<file path="config.mk">
export PLATFORM = sky130hd
export DESIGN_NAME = bram_rr_port_arbiter
export DESIGN_NICKNAME = d
export VERILOG_FILES = /design/src/rtl/bram_rr_port_arbiter.sv
export SDC_FILE = /design/constraint.sdc
export NUM_CORES = 1
export LEC_CHECK = 0
export ABC_AREA = 0
export CORE_ASPECT_RATIO = 1.5
export CORE_MARGIN = 4
export CORE_UTILIZATION = 29
export CTS_CLUSTER_DIAMETER = 100
export CTS_CLUSTER_SIZE = 25
export DETAILED_ROUTE_END_ITERATION = 10
export HOLD_SLACK_MARGIN = 0.05
export PLACE_DENSITY = 0.86
export SYNTH_ARGS = -nofsm -noshare
export SYNTH_HDL_FRONTEND = slang
export SYNTH_SLANG_ARGS = --single-unit
export TNS_END_PERCENT = 30
</file>
<file path="constraint.sdc">
create_clock -name clk -period 5.4 [get_ports clk]
set_input_delay 1.35 -clock clk [delete_from_list [all_inputs] [get_ports clk]]
set_output_delay 1.35 -clock clk [all_outputs]
set_load 0.03 [all_outputs]
</file>
<file path="src/rtl/bram_rr_port_arbiter.sv">
// -----------------------------------------------------------------------------
// bram_rr_port_arbiter
//
// Shares one port of the 8192x2 dual-port BRAM wrapper among NREQ requesters
// using a round-robin arbiter. Each requester has a valid/ready request
// channel and gets a one-cycle read-response strobe one clock after its read
// is granted. The arbiter drives the BRAM port pins combinationally.
//
// Optional feature (macro BRAM_ARB_CLEAR_ON_RESET_EN): after reset, a clear
// sweep writes zero to every address (one per cycle) before any request is
// accepted; BUSY is high during the sweep. Without the macro the block starts
// arbitrating straight out of reset and BUSY is tied low.
//
// Ports:
//   clk        in   clock shared with the BRAM
//   rstn       in   asynchronous active-low reset
//   req_valid  in   [NREQ]     per-requester request valid
//   req_ready  out  [NREQ]     one-hot grant (transfer on valid & ready)
//   req_we     in   [NREQ]     1 = write, 0 = read
//   req_addr   in   [NREQ*AW]  packed addresses, requester i at [i*AW +: AW]
//   req_wdata  in   [NREQ*DW]  packed write data, requester i at [i*DW +: DW]
//   rsp_valid  out  [NREQ]     one-hot read-response strobe
//   rsp_data   out  [DW]       read data, valid while rsp_valid != 0
//   busy       out             clear sweep in progress
//   mem_a/mem_d/mem_we/mem_wem/mem_ce  out  BRAM port controls
//   mem_q      in   [DW]       BRAM port read data
// -----------------------------------------------------------------------------
module bram_rr_port_arbiter #(
    parameter int NREQ = 4,
    parameter int AW   = 13,
    parameter int DW   = 2
) (
    input  logic                 clk,
    input  logic                 rstn,
    input  logic [NREQ-1:0]      req_valid,
    output logic [NREQ-1:0]      req_ready,
    input  logic [NREQ-1:0]      req_we,
    input  logic [NREQ*AW-1:0]   req_addr,
    input  logic [NREQ*DW-1:0]   req_wdata,
    output logic [NREQ-1:0]      rsp_valid,
    output logic [DW-1:0]        rsp_data,
    output logic                 busy,
    output logic [AW-1:0]        mem_a,
    output logic [DW-1:0]        mem_d,
    output logic                 mem_we,
    output logic [DW-1:0]        mem_wem,
    output logic                 mem_ce,
    input  logic [DW-1:0]        mem_q
);

    localparam int PW = $clog2(NREQ);

    // (base + off) mod NREQ, for base < NREQ and off < NREQ.
    function automatic logic [PW-1:0] wrap_idx(input logic [PW-1:0] base, input int off);
        int s;
        s = int'(base) + off;
        if (s >= NREQ) s = s - NREQ;
        return PW'(s);
    endfunction

    logic                clearing;
    logic [AW-1:0]       sweep_addr;
    logic [PW-1:0]       ptr_q;
    logic [PW-1:0]       gidx;
    logic                found;
    logic [NREQ-1:0]     grant;
    logic                xfer;
    logic                rd_xfer;
    logic [NREQ-1:0]     rsp_sel_p1;

`ifdef BRAM_ARB_CLEAR_ON_RESET_EN
    typedef enum logic {ST_CLEAR, ST_RUN} state_t;

    state_t        state_q, state_d;
    logic [AW-1:0] clr_addr_q;

    always_ff @(posedge clk or negedge rstn) begin
        if (!rstn) begin
            state_q    <= ST_CLEAR;
            clr_addr_q <= '0;
        end else begin
            state_q <= state_d;
            if (state_q == ST_CLEAR) clr_addr_q <= clr_addr_q + 1'b1;
        end
    end

    // Leave CLEAR once the last address has been written this cycle.
    always_comb begin
        state_d = state_q;
        if (state_q == ST_CLEAR && (&clr_addr_q)) state_d = ST_RUN;
    end

    assign clearing   = (state_q == ST_CLEAR);
    assign sweep_addr = clr_addr_q;
`else
    assign clearing   = 1'b0;
    assign sweep_addr = '0;
`endif

    // Round-robin scan starting at ptr_q; first valid requester wins.
    always_comb begin
        logic [PW-1:0] idx;
        idx   = '0;
        gidx  = '0;
        found = 1'b0;
        for (int k = 0; k < NREQ; k++) begin
            idx = wrap_idx(ptr_q, k);
            if (!found && req_valid[idx]) begin
                found = 1'b1;
                gidx  = idx;
            end
        end
        grant = found ? (NREQ'(1) << gidx) : '0;
    end

    assign xfer    = !clearing && found;
    assign rd_xfer = xfer && !req_we[gidx];

    always_comb begin
        req_ready = '0;
        mem_ce    = 1'b0;
        mem_a     = '0;
        mem_d     = '0;
        mem_we    = 1'b0;
        mem_wem   = '0;
        if (clearing) begin
            mem_ce  = 1'b1;
            mem_we  = 1'b1;
            mem_wem = '1;
            mem_a   = sweep_addr;
        end else if (found) begin
            req_ready = grant;
            mem_ce    = 1'b1;
            mem_a     = req_addr[gidx*AW +: AW];
            mem_d     = req_wdata[gidx*DW +: DW];
            mem_we    = req_we[gidx];
            mem_wem   = req_we[gidx] ? '1 : '0;
        end
    end

    // Stage p1: remember which requester owns the read data the BRAM returns
    // on the next cycle; the pointer moves past the winner.
    always_ff @(posedge clk or negedge rstn) begin
        if (!rstn) begin
            ptr_q      <= '0;
            rsp_sel_p1 <= '0;
        end else begin
            if (xfer) ptr_q <= wrap_idx(gidx, 1);
            rsp_sel_p1 <= rd_xfer ? grant : '0;
        end
    end

    assign rsp_valid = rsp_sel_p1;
    assign rsp_data  = mem_q;
    assign busy      = clearing;

endmodule

</file>
==> out/metrics.yaml <==
outcome: "completed"
ioPinCount: 102
clk-insertion-delay-late_ns: 0.23
grt_max_degree: 17
maxCapViolations: 0
whs_path_depth: 2
cts_buffer_depth: 2
syn-instance-count: 101
grt_overflow: 0
path_delay_family: "buffers and inverters"
synthTopCellsByCount: "mux2i_1, o22ai_1, inv_1, nand2_1, dfrtp_1"
die_width_um: 52.6
cts_max_level: 1
wl_per_cell_um: 15.6
path_buf_inv: 4
synth_area_per_cell_um2: 8.57
vias: 1130
pwr-share-comb_pct: 82.2
crit_chain: "clkdlybuf4s50_1 > a21boi_0 > o21ai_2 > inv_1 > ha_1 > nand2_1 > inv_1 > clkdlybuf4s50_1"
ys_seq_elements: 6
cts_buffers: 3
path_max_fanout: 15
wl_mm: 3.60
p_leak_nw: 0.836
fillCellCount: 240
std_cell_rows: 24
p_clk_share_pct: 8.7
initial_core_util_pct: 30.0
r2r_start: "ptr_q[1]$_DFFE_PN0P_"
synth.most_common_cell: "mux2i_1"
startpoint_type: "input pin"
setup-tns-final_ns: 0
critPathCaptureType: "output pin"
slowest_delay_ns: 0.59
p_seq_share_pct: 9.1
die_area_um2: 3940
gp_congestion: 0.705
grt_pass1_wl_mm: 5.39
vdd_drop_max_v: 0.000251
ctsRootBufferMaster: "clkbuf_8"
p_sw_share_pct: 50.7
cp.depth: 8
yosysTopAreaCell: "mux2i_1"
hp-class: "reg -> reg"
synth_cell_types: 26
post_cts_resized: 0
track_usage_pct: 18.2
yosys_most_used_dff: "dfrtp_1"
io_buffers: 96
drive_gt1_share_pct: 15.1
synth_edf_count: 0
endpoint: "req_ready[1]"
diodes: 0
finalSetupViolCount: 0
worst_pin_slew_ns: 0.650
async_reset_ff_share_pct: 100
drt-initial-drc-count: 10
final-hold-violation-count: 0
ys_warn_count: 0
cp.arrival_ns: 3.74
crit_type: "in -> out"
startpoint: "req_valid[0]"
antenna_found_initial: 0
grt_pass1_vias: 1218
relSlewSlack_pct: 56.7
drtAntennaViolNets: 0
viasPerCell: 4.89
syn_nets: 177
p_per_area_nw_per_um2: 428
min_from: "ptr_q[1]$_DFFE_PN0P_"
cts_sinks: 6
slowest_stage: "clkdlybuf4s50_1"
cts.reportedPaths.clkPinSlew_ns: 0.04
synth_top_area_share_pct: 34.7
post_cts_buffers: 0
power_mw: 0.783
coreArea_um2: 2880
r2r_slack_ns: 3.42
first_pass_iters: 4
syn-cell-area_um2: 866
min_period_ns: 5.09
cts_tree: "built"
ys_top_cells_by_area: "mux2i_1, dfrtp_1, o22ai_1, ha_1, buf_4"
ys_seq_area_share_pct: 17.3
required_ns: 4.05
slew_violations: 0
ctsHoldBuffers: 0
skew_ns: 0.00384
net-switching-power_mw: 0.397
rsz0062_at_grt: "false"
period_share_pct: 94.2
intPower_mw: 0.386
r2r-end: "rsp_valid[3]$_DFF_PN0_"
fin_util_pct: 63.5
rr_worst_depth: 4
max_freq_ghz: 0.197
dp_hpwl_mm: 3.14
drc_errors: 0
die_height_um: 74.9
area_growth_pct: 111
final_nets: 270
[stage by stage]
stage / worst slack [ns] / hold slack (ns) / cells / instance area, um2
2_1_floorplan: 1.17 / 0.555 / 101 / 866
3_3_place_gp: 0.398 / 0.594 / 228 / 1790
3_5_place_dp: 0.290 / 0.620 / 228 / 1790
4_1_cts: 0.269 / 0.624 / 231 / 1830
5_1_grt: 0.108 / 0.671 / 231 / 1830
6_report: 0.312 / 0.625 / 231 / 1830
[cells by family (layout without fill, tap and decap cells)]
family	count (synthesis)	after routing	share of synthesized area, %
other cells	1	1	0.433
mux	32	32	39.0
simple gates	15	15	8.09
buf+inv	19	110	11.1
fa+ha+maj	4	4	5.78
flops	6	6	17.3
compound gates	24	24	18.2
[layer usage]
layer	vias to the layer above	track usage, %	share of wire (%)
met1	508	16.6	31
met2	62	36.2	57
li1	547	-	-
met3	13	3.56	7.7
met4	0	9.38	4.1
met5	-	0	0
[power groups by stage]
stage / registers (mW) / clock network (mW) / logic [mW]
2_1_floorplan: 0.0889 / 0 / 0.403
3_3_place_gp: 0.0713 / 0 / 0.633
3_5_place_dp: 0.0719 / 0 / 0.651
4_1_cts: 0.0712 / 0.0684 / 0.653
5_1_grt: 0.0748 / 0.0717 / 0.688
6_report: 0.0714 / 0.0678 / 0.644
[flip-flops by register name, indices dropped and copies added, names as in the netlist]
register / count
rsp_valid: 4
ptr_q: 2
[worst min-delay path by stage]
stage	end	slack [ns]
final	ptr_q[1]$_DFFE_PN0P_	0.63
after global placement	ptr_q[1]$_DFFE_PN0P_	0.59
after global routing	ptr_q[1]$_DFFE_PN0P_	0.67
after detailed placement	ptr_q[1]$_DFFE_PN0P_	0.62
after floorplan	ptr_q[1]$_DFFE_PN0P_	0.56
after CTS	ptr_q[1]$_DFFE_PN0P_	0.62
[area by class of cell]
| cell class | count | area (um2) | share of cell area [%] |
|---|---|---|---|
| timing repair buffer | 99 | 938 | 51.3 |
| tap | 39 | 48.8 | 2.67 |
| inverter | 8 | 30.0 | 1.64 |
| multi-input combinational | 76 | 621 | 33.9 |
| sequential | 6 | 150 | 8.21 |
| clock buffer | 3 | 41.3 | 2.26 |
[cells in the final DEF, fill, tap and decap left out, types with 2 or more instances in the layout]
master	n
a21oi_1	2
and2_1	2
buf_4	21
clkbuf_8	3
clkdlybuf4s50_1	78
dfrtp_1	6
ha_1	4
inv_1	7
mux2i_1	30
nand2_1	7
nor2_1	3
o22ai_1	15
[worst reg2reg max path, cell delays in order (launching register included)]
cell and delay, ns:
dfrtp_1 0.45, a21boi_0 0.14, o21ai_2 0.54, mux4_2 0.65
nor2b_1 0.13
Note: power is estimated with default switching activity, not from simulation.
